--- config.mk ---
export PLATFORM = sky130hd
export DESIGN_NAME = uart_dump_sequencer
export DESIGN_NICKNAME = d
export VERILOG_FILES = /design/src/rtl/uart_dump_sequencer.sv
export SDC_FILE = /design/constraint.sdc
export NUM_CORES = 1
export LEC_CHECK = 0
export ABC_AREA = 1
export BUFFER_PORTS_ARGS = -buffer_cell sky130_fd_sc_hd__buf_2
export CORE_MARGIN = 1.5
export CORE_UTILIZATION = 50
export CTS_BUF_LIST = sky130_fd_sc_hd__clkbuf_8
export CTS_CLUSTER_SIZE = 30
export DETAILED_ROUTE_END_ITERATION = 6
export PLACE_DENSITY = 0.71
export SLEW_MARGIN = 0
export SYNTH_ARGS = -nofsm -noshare
export SYNTH_HDL_FRONTEND = slang
export SYNTH_SLANG_ARGS = --single-unit
export TNS_END_PERCENT = 1
--- constraint.sdc ---
create_clock -name clk_25mhz -period 4.35 [get_ports clk_25mhz]
set_input_delay 0.2175 -clock clk_25mhz [delete_from_list [all_inputs] [get_ports clk_25mhz]]
set_output_delay 0.2175 -clock clk_25mhz [all_outputs]
set_load 0.01 [all_outputs]
--- src/rtl/uart_dump_sequencer.sv ---
// Streams a window of 16-bit samples from a BRAM to a byte-wide UART transmitter, high byte first.
// Define DUMP_HEADER_EN to prefix every frame with SYNC_BYTE and the 16-bit sample count.
module uart_dump_sequencer #(
  parameter int unsigned BRAM_LATENCY = 2,
  parameter logic [7:0]  SYNC_BYTE    = 8'hA5
) (
  input  logic        clk_25mhz,
  input  logic        rst_in,
  input  logic        start_in,
  input  logic [15:0] start_index_in,
  input  logic [15:0] count_in,
  output logic [15:0] sample_addr_out,
  input  logic [15:0] sample_data_in,
  output logic [7:0]  byte_out,
  output logic        byte_valid_out,
  input  logic        byte_ready_in,
  output logic        busy_out,
  output logic        done_out
);

  localparam int WAIT_W = (BRAM_LATENCY < 1) ? 1 : $clog2(BRAM_LATENCY + 1);
  localparam logic [WAIT_W-1:0] WAIT_LAST = WAIT_W'(BRAM_LATENCY);
  localparam logic [WAIT_W-1:0] WAIT_ONE  = WAIT_W'(1);

  typedef enum logic [2:0] {
    IDLE    = 3'd0,
`ifdef DUMP_HEADER_EN
    HEADER  = 3'd1,
`endif
    FETCH   = 3'd2,
    SEND_HI = 3'd3,
    SEND_LO = 3'd4,
    DONE    = 3'd5
  } state_t;

  state_t            state;
  state_t            state_next;
  logic [15:0]       start_idx;
  logic [15:0]       start_idx_next;
  logic [15:0]       count;
  logic [15:0]       count_next;
  logic [15:0]       idx;
  logic [15:0]       idx_next;
  logic [WAIT_W-1:0] wait_cnt;
  logic [WAIT_W-1:0] wait_next;
  logic [15:0]       sample;
  logic [15:0]       sample_next;
  logic [15:0]       addr_next;
  logic [7:0]        byte_next;
  logic              valid_next;
  logic              busy_next;
  logic              done_next;
  logic              more_samples;
`ifdef DUMP_HEADER_EN
  logic [1:0]        hdr_cnt;
  logic [1:0]        hdr_next;
`endif

  // 17-bit compare so a 65535-sample frame ends cleanly without the index wrapping
  assign more_samples = (({1'b0, idx} + 17'd1) < {1'b0, count});

  // Next-state and next-output decode; every output is registered from these values
  always_comb begin
    state_next     = state;
    start_idx_next = start_idx;
    count_next     = count;
    idx_next       = idx;
    wait_next      = wait_cnt;
    sample_next    = sample;
    addr_next      = sample_addr_out;
    byte_next      = byte_out;
    valid_next     = 1'b0;
    busy_next      = 1'b0;
    done_next      = 1'b0;
`ifdef DUMP_HEADER_EN
    hdr_next       = hdr_cnt;
`endif
    case (state)
      IDLE: begin
        if (start_in) begin
          start_idx_next = start_index_in;
          count_next     = count_in;
          idx_next       = 16'd0;
`ifdef DUMP_HEADER_EN
          hdr_next       = 2'd0;
          byte_next      = SYNC_BYTE;
          state_next     = HEADER;
`else
          wait_next      = {WAIT_W{1'b0}};
          addr_next      = start_index_in;
          state_next     = FETCH;
`endif
        end else begin
          state_next = IDLE;
        end
      end
`ifdef DUMP_HEADER_EN
      HEADER: begin
        if (byte_ready_in) begin
          case (hdr_cnt)
            2'd0: begin
              hdr_next  = 2'd1;
              byte_next = count[15:8];
            end
            2'd1: begin
              hdr_next  = 2'd2;
              byte_next = count[7:0];
            end
            default: begin
              hdr_next = 2'd0;
              if (count == 16'd0) begin
                state_next = DONE;
              end else begin
                wait_next  = {WAIT_W{1'b0}};
                addr_next  = start_idx;
                state_next = FETCH;
              end
            end
          endcase
        end else begin
          state_next = HEADER;
        end
      end
`endif
      FETCH: begin
        if (count == 16'd0) begin
          state_next = DONE;
        end else if (wait_cnt == WAIT_LAST) begin
          sample_next = sample_data_in;
          byte_next   = sample_data_in[15:8];
          state_next  = SEND_HI;
        end else begin
          wait_next = wait_cnt + WAIT_ONE;
        end
      end
      SEND_HI: begin
        if (byte_ready_in) begin
          byte_next  = sample[7:0];
          state_next = SEND_LO;
        end else begin
          state_next = SEND_HI;
        end
      end
      SEND_LO: begin
        if (byte_ready_in) begin
          if (more_samples) begin
            idx_next   = idx + 16'd1;
            addr_next  = start_idx + idx + 16'd1;
            wait_next  = {WAIT_W{1'b0}};
            state_next = FETCH;
          end else begin
            state_next = DONE;
          end
        end else begin
          state_next = SEND_LO;
        end
      end
      DONE: begin
        state_next = IDLE;
      end
      default: begin
        state_next = IDLE;
      end
    endcase

    case (state_next)
`ifdef DUMP_HEADER_EN
      HEADER:  valid_next = 1'b1;
`endif
      SEND_HI: valid_next = 1'b1;
      SEND_LO: valid_next = 1'b1;
      default: valid_next = 1'b0;
    endcase
    busy_next = (state_next != IDLE);
    done_next = (state_next == DONE);
  end

  // State, datapath and output registers with synchronous reset
  always_ff @(posedge clk_25mhz) begin
    if (rst_in) begin
      state           <= IDLE;
      start_idx       <= 16'd0;
      count           <= 16'd0;
      idx             <= 16'd0;
      wait_cnt        <= {WAIT_W{1'b0}};
      sample          <= 16'd0;
      sample_addr_out <= 16'd0;
      byte_out        <= 8'd0;
      byte_valid_out  <= 1'b0;
      busy_out        <= 1'b0;
      done_out        <= 1'b0;
`ifdef DUMP_HEADER_EN
      hdr_cnt         <= 2'd0;
`endif
    end else begin
      state           <= state_next;
      start_idx       <= start_idx_next;
      count           <= count_next;
      idx             <= idx_next;
      wait_cnt        <= wait_next;
      sample          <= sample_next;
      sample_addr_out <= addr_next;
      byte_out        <= byte_next;
      byte_valid_out  <= valid_next;
      busy_out        <= busy_next;
      done_out        <= done_next;
`ifdef DUMP_HEADER_EN
      hdr_cnt         <= hdr_next;
`endif
    end
  end

endmodule
==> flow_summary.rst <==
.. list-table::
   :header-rows: 1

   * - Metric
     - Value
   * - Area delta synth->final
     - 11.5%
   * - Synth Instances
     - 828
   * - Clock-pin slew reported for the worst setup and hold paths after clock tree synthesis
     - 0.10 ns
   * - Static leakage
     - 3.02 nW
   * - Detailed Route Iter0 Violations
     - 292
   * - Critical Path Source Type
     - register
   * - Actual transition at the worst max-transition pin
     - 0.946 ns
   * - Maximum number of pins on one net before global-route repair
     - 67
   * - Site row count
     - 37
   * - Total Nets Final
     - 975
   * - Part of the cycle the worst path needs
     - 72.1%
   * - Result of the run
     - finished clean
   * - Signal arrival time at the worst endpoint
     - 3.42 ns
   * - Cell area after placement
     - 5810 um2
   * - Most area-consuming cells after synthesis
     - sky130_fd_sc_hd__dfxtp_1, sky130_fd_sc_hd__nand2_1, sky130_fd_sc_hd__inv_1
   * - Layout cells sized above 1
     - 13.0%
   * - Aggregate negative setup slack
     - 0 ns
   * - Initial antenna violation count
     - 0
   * - Post-synthesis cell type with the largest combined area
     - sky130_fd_sc_hd__dfxtp_1
   * - Clock tree from TritonCTS
     - done
   * - Setup-failing EPs final
     - 0
   * - Worst min-delay path class
     - input pin to register
   * - Chip width
     - 107 um
   * - Post-Syn Nets
     - 913
   * - Wire length per cell
     - 13.2 um
   * - Vertical die dimension
     - 107 um
   * - Startpoint-to-endpoint class of the critical path
     - register to register
   * - First-pass detailed-route iteration total
     - 5
   * - Yosys reg bits
     - 88
   * - Placeable core area
     - 10,400 um2
   * - Critical Path Fanout Max
     - 34
   * - Dpl hpwl
     - 10,100 um
   * - Clock Path Buffers
     - 2
   * - Number of placed I/O pins
     - 79
   * - Final weighted congestion in routability-driven placement
     - 0.859
   * - Core occupancy in the finished layout
     - 57.8%
   * - Hold violation total from the final report
     - 0
   * - Maximum vdd drop
     - 0.223 mV
   * - Synth Cell Area
     - 5400 um2
   * - DIE AREA
     - 11,400 um2
   * - Tot Pwr
     - 1.98 mW
   * - # H-tree levels
     - 3
   * - Vias in the first global route
     - 4,956
   * - Number of nets still failing antenna checks after routing
     - 0
   * - First-pass GRT wire length
     - 23,100 um
   * - Kind of capture point of the worst setup path
     - register
   * - GR Util All Layers
     - 25.5%
   * - PwrDens
     - 329 nW/um2
   * - Drt drc
     - 0
   * - Max-capacitance violation count
     - 0
   * - RSZ-0062 raised after global routing
     - no
   * - Cell at the root of the clock tree
     - sky130_fd_sc_hd__clkbuf_8
   * - Max Slew Vio Count
     - 0
   * - Top achievable clock speed
     - 319 MHz
   * - I/O Buffers
     - 78
   * - Ant. Diodes
     - 0
   * - Vias per inst
     - 5.13
   * - Proportion of netlist area held by the largest area contributor
     - 32.6%
   * - Number of clock buffers inserted by TritonCTS
     - 9
   * - Cell Count Post-Placement
     - 1,015
   * - Clk Latency, worst-skew pair
     - 0.38 ns
   * - Number of resized instances in the post-cts repair step
     - 0
   * - Global route total overflow
     - 0
   * - Remaining max-slew budget at the tightest pin
     - 36.7%
   * - Critical path data required time
     - 4.63 ns
   * - CTS sink count
     - 88
   * - Post-synthesis area per instance
     - 6.52 um2
   * - Seq/Total Area, Yosys
     - 32.6%
   * - Total routed wirelength
     - 13,600 um
   * - Effective utilization at floorplan
     - 51.8%
   * - Post-CTS Repair Setup Buffers
     - 0
   * - Final std cells w/o fill
     - 1,031
   * - Post-route clock skew
     - 0.00921 ns
   * - Warnings from Yosys
     - 0
   * - CTS Hold Bufs
     - 0
   * - Total vias in the final route
     - 5,293
   * - Final Cell Area
     - 6020 um2
   * - Synth unique cells
     - 37
   * - Minimum clock period after layout
     - 3.14 ns
[flip-flops by register name (all words and copies together), names as in the netlist, 2 cells and up]
signal           cells
sample_addr_out     16
start_idx           16
state                3
wait_cnt             2
sample               8
count               16
idx                 16
byte_out             8
[worst max-delay path: stages (launching register included)]
cell,delay [ns]
sky130_fd_sc_hd__dfxtp_1,0.44
sky130_fd_sc_hd__nand2_1,0.09
sky130_fd_sc_hd__nor2_1,0.13
sky130_fd_sc_hd__nand2_1,0.10
sky130_fd_sc_hd__nor2_1,0.20
sky130_fd_sc_hd__inv_1,0.08
sky130_fd_sc_hd__o31ai_1,0.29
sky130_fd_sc_hd__nand2_1,0.14
sky130_fd_sc_hd__inv_1,0.09
sky130_fd_sc_hd__ha_1,0.24
sky130_fd_sc_hd__nand2_1,0.07
sky130_fd_sc_hd__o21bai_1,0.11
sky130_fd_sc_hd__nand2_1,0.07
sky130_fd_sc_hd__nand3_1,0.10
sky130_fd_sc_hd__nand2_2,0.06
sky130_fd_sc_hd__inv_2,0.07
sky130_fd_sc_hd__nand2_4,0.07
sky130_fd_sc_hd__nand2_8,0.20
sky130_fd_sc_hd__nand2_8,0.20
sky130_fd_sc_hd__nor2_1,0.20
sky130_fd_sc_hd__nor2_1,0.05
[metal layers]
layer | wire (um) | part of all wire [%] | track usage [%] | vias up
met2 | 6620 | 49 | 44.6 | 121
met5 | 0 | 0 | 0 | -
met3 | 674 | 4.9 | 4.98 | 19
met1 | 6130 | 45 | 31.5 | 2384
li1 | - | - | - | 2769
met4 | 209 | 1.5 | 7.81 | 0
[cells by family (layout without fill, tap and decap cells)]
family / count (synthesis) / after routing / synth area share [%]
XOR/XNOR: 12 / 12 / 1.95
flip-flops: 88 / 88 / 32.6
buffers and inverters: 164 / 231 / 12.6
AND/OR/NAND/NOR: 371 / 371 / 29.6
adder cells (fa/ha/maj): 33 / 33 / 7.79
AO/OA/AOI/OAI: 160 / 160 / 15.5
[cells in the mapped netlist]
library cell and instances:
sky130_fd_sc_hd__o21ai_1 1, sky130_fd_sc_hd__fa_1 1, sky130_fd_sc_hd__o21bai_1 2, sky130_fd_sc_hd__nand2_4 1
sky130_fd_sc_hd__buf_4 1, sky130_fd_sc_hd__dfxtp_1 88, sky130_fd_sc_hd__nor3_4 1, sky130_fd_sc_hd__o21ai_4 1
sky130_fd_sc_hd__nor2_1 49, sky130_fd_sc_hd__nor4_1 2, sky130_fd_sc_hd__nand3b_1 3, sky130_fd_sc_hd__nand4_1 12
sky130_fd_sc_hd__nand3_1 58, sky130_fd_sc_hd__nand2_8 2, sky130_fd_sc_hd__a31oi_1 8, sky130_fd_sc_hd__inv_1 126
sky130_fd_sc_hd__a21oi_1 86, sky130_fd_sc_hd__and2_1 2, sky130_fd_sc_hd__o31ai_1 1, sky130_fd_sc_hd__buf_1 2
sky130_fd_sc_hd__xor2_1 7, sky130_fd_sc_hd__xnor2_1 5, sky130_fd_sc_hd__o21a_1 1, sky130_fd_sc_hd__nand2_1 227
sky130_fd_sc_hd__buf_8 1, sky130_fd_sc_hd__nand2_2 4, sky130_fd_sc_hd__ha_1 32, sky130_fd_sc_hd__o21ai_0 59
sky130_fd_sc_hd__buf_2 8, sky130_fd_sc_hd__clkinv_1 1, sky130_fd_sc_hd__inv_2 6, sky130_fd_sc_hd__buf_6 5
sky130_fd_sc_hd__and3_1 1, sky130_fd_sc_hd__clkbuf_1 14, sky130_fd_sc_hd__a21boi_0 1, sky130_fd_sc_hd__nor2_2 3
sky130_fd_sc_hd__nor3_1 6
[per-stage QoR]
step                      setup slack [ns]  hold slack, ns
final                                 1.21          0.0923
after global routing                 0.824          0.0904
after CTS                             1.26          0.0762
after detailed placement              1.28           0.436
after global placement                1.38           0.432
after floorplan                       1.73           0.287
[where the power goes]
| part | switching, mW | internal (mW) |
|---|---|---|
| logic | 0.290 | 0.168 |
| registers | 0.0408 | 0.864 |
| clock network | 0.325 | 0.289 |
[cell usage in the layout (no fill, tap or decap), types with 5 or more instances in the layout]
master / instances
sky130_fd_sc_hd__nor2_1: 49
sky130_fd_sc_hd__ha_1: 32
sky130_fd_sc_hd__clkbuf_8: 10
sky130_fd_sc_hd__nand2_1: 227
sky130_fd_sc_hd__a21oi_1: 86
sky130_fd_sc_hd__buf_2: 78
sky130_fd_sc_hd__dfxtp_1: 88
sky130_fd_sc_hd__xor2_1: 7
sky130_fd_sc_hd__nand4_1: 12
sky130_fd_sc_hd__xnor2_1: 5
sky130_fd_sc_hd__nor3_1: 6
sky130_fd_sc_hd__o21ai_0: 59
sky130_fd_sc_hd__nand3_1: 58
sky130_fd_sc_hd__inv_2: 6
sky130_fd_sc_hd__a31oi_1: 8
sky130_fd_sc_hd__inv_1: 126
[final cells by class]
cell class / count / area, um2
Timing Repair Buffer: 82 / 420
Fill cell: 1053 / 4400
Clock buffer: 10 / 138
Inverter: 133 / 499
Sequential cell: 88 / 1760
Tap cell: 136 / 170
Clock inverter: 6 / 73.8
Multi-Input combinational cell: 576 / 2960
[final timing paths]
check | startpoint | end | slack (ns) | cells after the start
max | idx[1] | sample_addr_out[10] | 1.21 | 20
max reg2reg | idx[1] | sample_addr_out[10] | 1.21 | 20
min | sample_data_in[8] | byte_out[0] | 0.09 | 3
min reg2reg | sample[7] | sample[7] | 0.45 | 2
No activity file was read; power rests on OpenSTA's default activity.
